[src/rtl/aes_ced_pkg.sv]
// Shared types and helpers for the AES concurrent-error-detection round checker.
// Stage codes double as the logged err_stage value.
package aes_ced_pkg;

  localparam int NR_AES128 = 10;

  typedef enum logic [1:0] {
    ST_SB = 2'd0,
    ST_SR = 2'd1,
    ST_MC = 2'd2,
    ST_KX = 2'd3
  } stage_e;

  typedef enum logic [1:0] {
    S_IDLE = 2'd0,
    S_RUN  = 2'd1,
    S_DONE = 2'd2
  } fsm_e;

  // Byte i of the flattened state is state[i%4][i/4], stored at bit 32*col + 8*row.
  function automatic int byte_row(input int i);
    return i % 4;
  endfunction

  function automatic int byte_col(input int i);
    return i / 4;
  endfunction

  function automatic int byte_lsb(input int i);
    return 32 * byte_col(i) + 8 * byte_row(i);
  endfunction

endpackage

[src/rtl/ced_byte_cmp.sv]
// Byte-wise comparison of one stage's primary and redundant flattened state.
// mask[i] is set when byte i differs between the two paths.
module ced_byte_cmp
  import aes_ced_pkg::*;
(
  input  logic [127:0] pri,
  input  logic [127:0] red,
  output logic [15:0]  mask
);

  for (genvar i = 0; i < 16; i++) begin : g_byte
    localparam int LSB = byte_lsb(i);
    assign mask[i] = (pri[LSB +: 8] != red[LSB +: 8]);
  end

endmodule

[config.mk]
export PLATFORM = sky130hd
export DESIGN_NAME = ced_byte_cmp
export DESIGN_NICKNAME = d
export VERILOG_FILES = /design/src/rtl/aes_ced_pkg.sv /design/src/rtl/ced_byte_cmp.sv
export SDC_FILE = /design/constraint.sdc
export NUM_CORES = 1
export LEC_CHECK = 0
export CAP_MARGIN = 15
export CORE_AREA = 2 2 106 108
export DETAILED_ROUTE_END_ITERATION = 10
export DIE_AREA = 0 0 108 110
export PLACE_DENSITY = 0.57
export SLEW_MARGIN = 25
export SYNTH_ARGS = -nofsm -noshare
export SYNTH_HDL_FRONTEND = slang
export SYNTH_SLANG_ARGS = --single-unit
[constraint.sdc]
create_clock -name vclk -period 0.9
set_clock_uncertainty 0.05 [all_clocks]
set_input_delay 0.18 -clock vclk [all_inputs]
set_output_delay 0.18 -clock vclk [all_outputs]
set_load 0.02 [all_outputs]
==> metrics.cfg <==
[routing]
routed_wl_mm=7.25
ant_nets=0
drt_pass1_iterations=3
wl_per_cell_um=12.3
routed-via-count=2226
drc=0
drtIter0Drc=21
via_per_inst=3.79

[synth]
syn_area_per_cell_um2=7.85
synth_seq_area_share_pct=0
synth_most_common_cell=xor2_1
ys_top_cells_by_area=xor2_1, nor4_1, nand2_1
synth.net_count=432
synth_warnings=0
yosys-top-cells-count=xor2_1, nor4_1, nand2_1
synth_top_area_share_pct=81.2
synth_cells=176
yosys.area.top_type=xor2_1
ys_types=3
mappedNetlistArea_um2=1380

[sta]
period_share_pct=134
period_needed_ns=1.20
setup_viol=16
relSlewSlack_pct=82.0
rsz0062_at_grt=true
drv_slew=0
worst_pin_slew_ns=0.267
finalHoldViolCount=0
max_freq_ghz=0.830
layout_setup_ws_ns=-0.305

[place]
place_congestion=0.726
port_buffers=272
dpl_cell_area_um2=4280
hpwl_mm=6.76

[global_routing]
grt_overflow_total=0
antenna_found_initial=0
grt_usage_pct=10.4
grt_max_degree=2
first_global_vias=2324
grt_pass1_wl_mm=10.1

[final_layout]
nFillCells=1241
area_growth_pct=159
clkbuf_count=0
drive_gt1_share_pct=57.8
final_util_pct=33.4
multi_input_area_um2=1490
regArea_um2=0
final_net_count=706
seq_cells=0
diodes=0
design_area_um2=3580

[floorplanning]
ios=272
die_area_um2=11900
die_y_um=110
row_count=38
die_x_um=108
initial_utilization_pct=12.9
core-area_um2=10700

[worst_setup_path]
cp_num_buf_inv=2
required_ns=0.67
cp.arrival_ns=0.97
cpMostUsedCell=buf_6
worstPathCellList=buf_6, xor2_1, nor4_1, nand2_1, buf_6
cp_top_family=simple AND/OR/NAND/NOR gates
setup.worst_path.start_class=primary input
worstSetupPathType=in -> out
crit_path_max_incr_delay_ns=0.30
worst_setup_path_end_kind=output port
worstPathMaxFanout=1
slowest_stage=nor4_1

[run_status]
outcome=complete, but fails checks
violations=negative setup slack

[power]
p_leak_nw=1.80
p_per_area_nw_per_um2=372
peakVddDrop_mv=0.125

[worst_hold_path]
holdCritPathClass=in -> out

[job]
maxCapViolCount=0

[cts]
post_cts_buffers=0
cts_hold_buf=0

## kinds of logic (layout without fill, tap and decap cells)
group                     Yosys count  in the layout  share of synthesized area [%]
xor gates and xnor gates          128            128                           81.2
and+or+nand+nor                    48             48                           18.8
buffers and inverters               0            272                              0
## routing by layer
layer | GRT usage, % | routed length [um] | vias up
li1 | - | - | 1132
met1 | 9.82 | 2180 | 936
met2 | 22.8 | 3990 | 158
met3 | 3.06 | 1070 | 0
met4 | 0 | 0 | 0
met5 | 0 | 0 | -
## timing repair
item                                    CTS  global route
pin swaps                               173            50
gates resized for setup                 907            68
cloned                                    0             0
endpoints found under the setup margin   16            16
## final timing paths
check,startpoint,to,cells after the start
worst max-delay path,pri[72],mask[9],5
worst min-delay path,pri[64],mask[8],5
## power by group
group	total, mW	internal, mW	leakage [nW]	switching [mW]
clock	0	0	0	0
sequential	0	0	0	0
combinational	1.33	0.839	1.80	0.493
## cell type report
cell class         instances  area share [%]
well taps                140            4.90
multi-input cells        176            41.7
repair buffers           272            53.4
## stage by stage
step	total power, mW	setup slack [ns]	instances	setup TNS, ns	hold slack, ns
finish	1.33	-0.305	588	-4.47	0.733
detailed placement	1.69	-1.08	588	-16.51	1.56
global route	1.46	-0.374	588	-5.38	0.764
global placement	1.67	-1.09	588	-16.37	1.55
floorplan	0.411	-0.0776	176	-1.24	0.619
CTS	1.31	-0.332	588	-4.76	0.756
## layout by cell type (no fill, tap or decap)
cell type	instances
clkbuf_2	32
buf_2	146
nand2_1	16
xor2_1	124
dlygate4sd2_1	2
nor4_1	19
buf_6	62
clkdlybuf4s15_1	28
nor4_2	13
clkdlybuf4s15_2	2
xor2_2	4
## worst min-delay path, delay by kind of cell
family | cells | cell delay [ns]
xor gates and xnor gates | 1 | 0.12
buffers and inverters | 2 | 0.18
and+or+nand+nor | 2 | 0.11
Power figures use the tool's default switching activity.
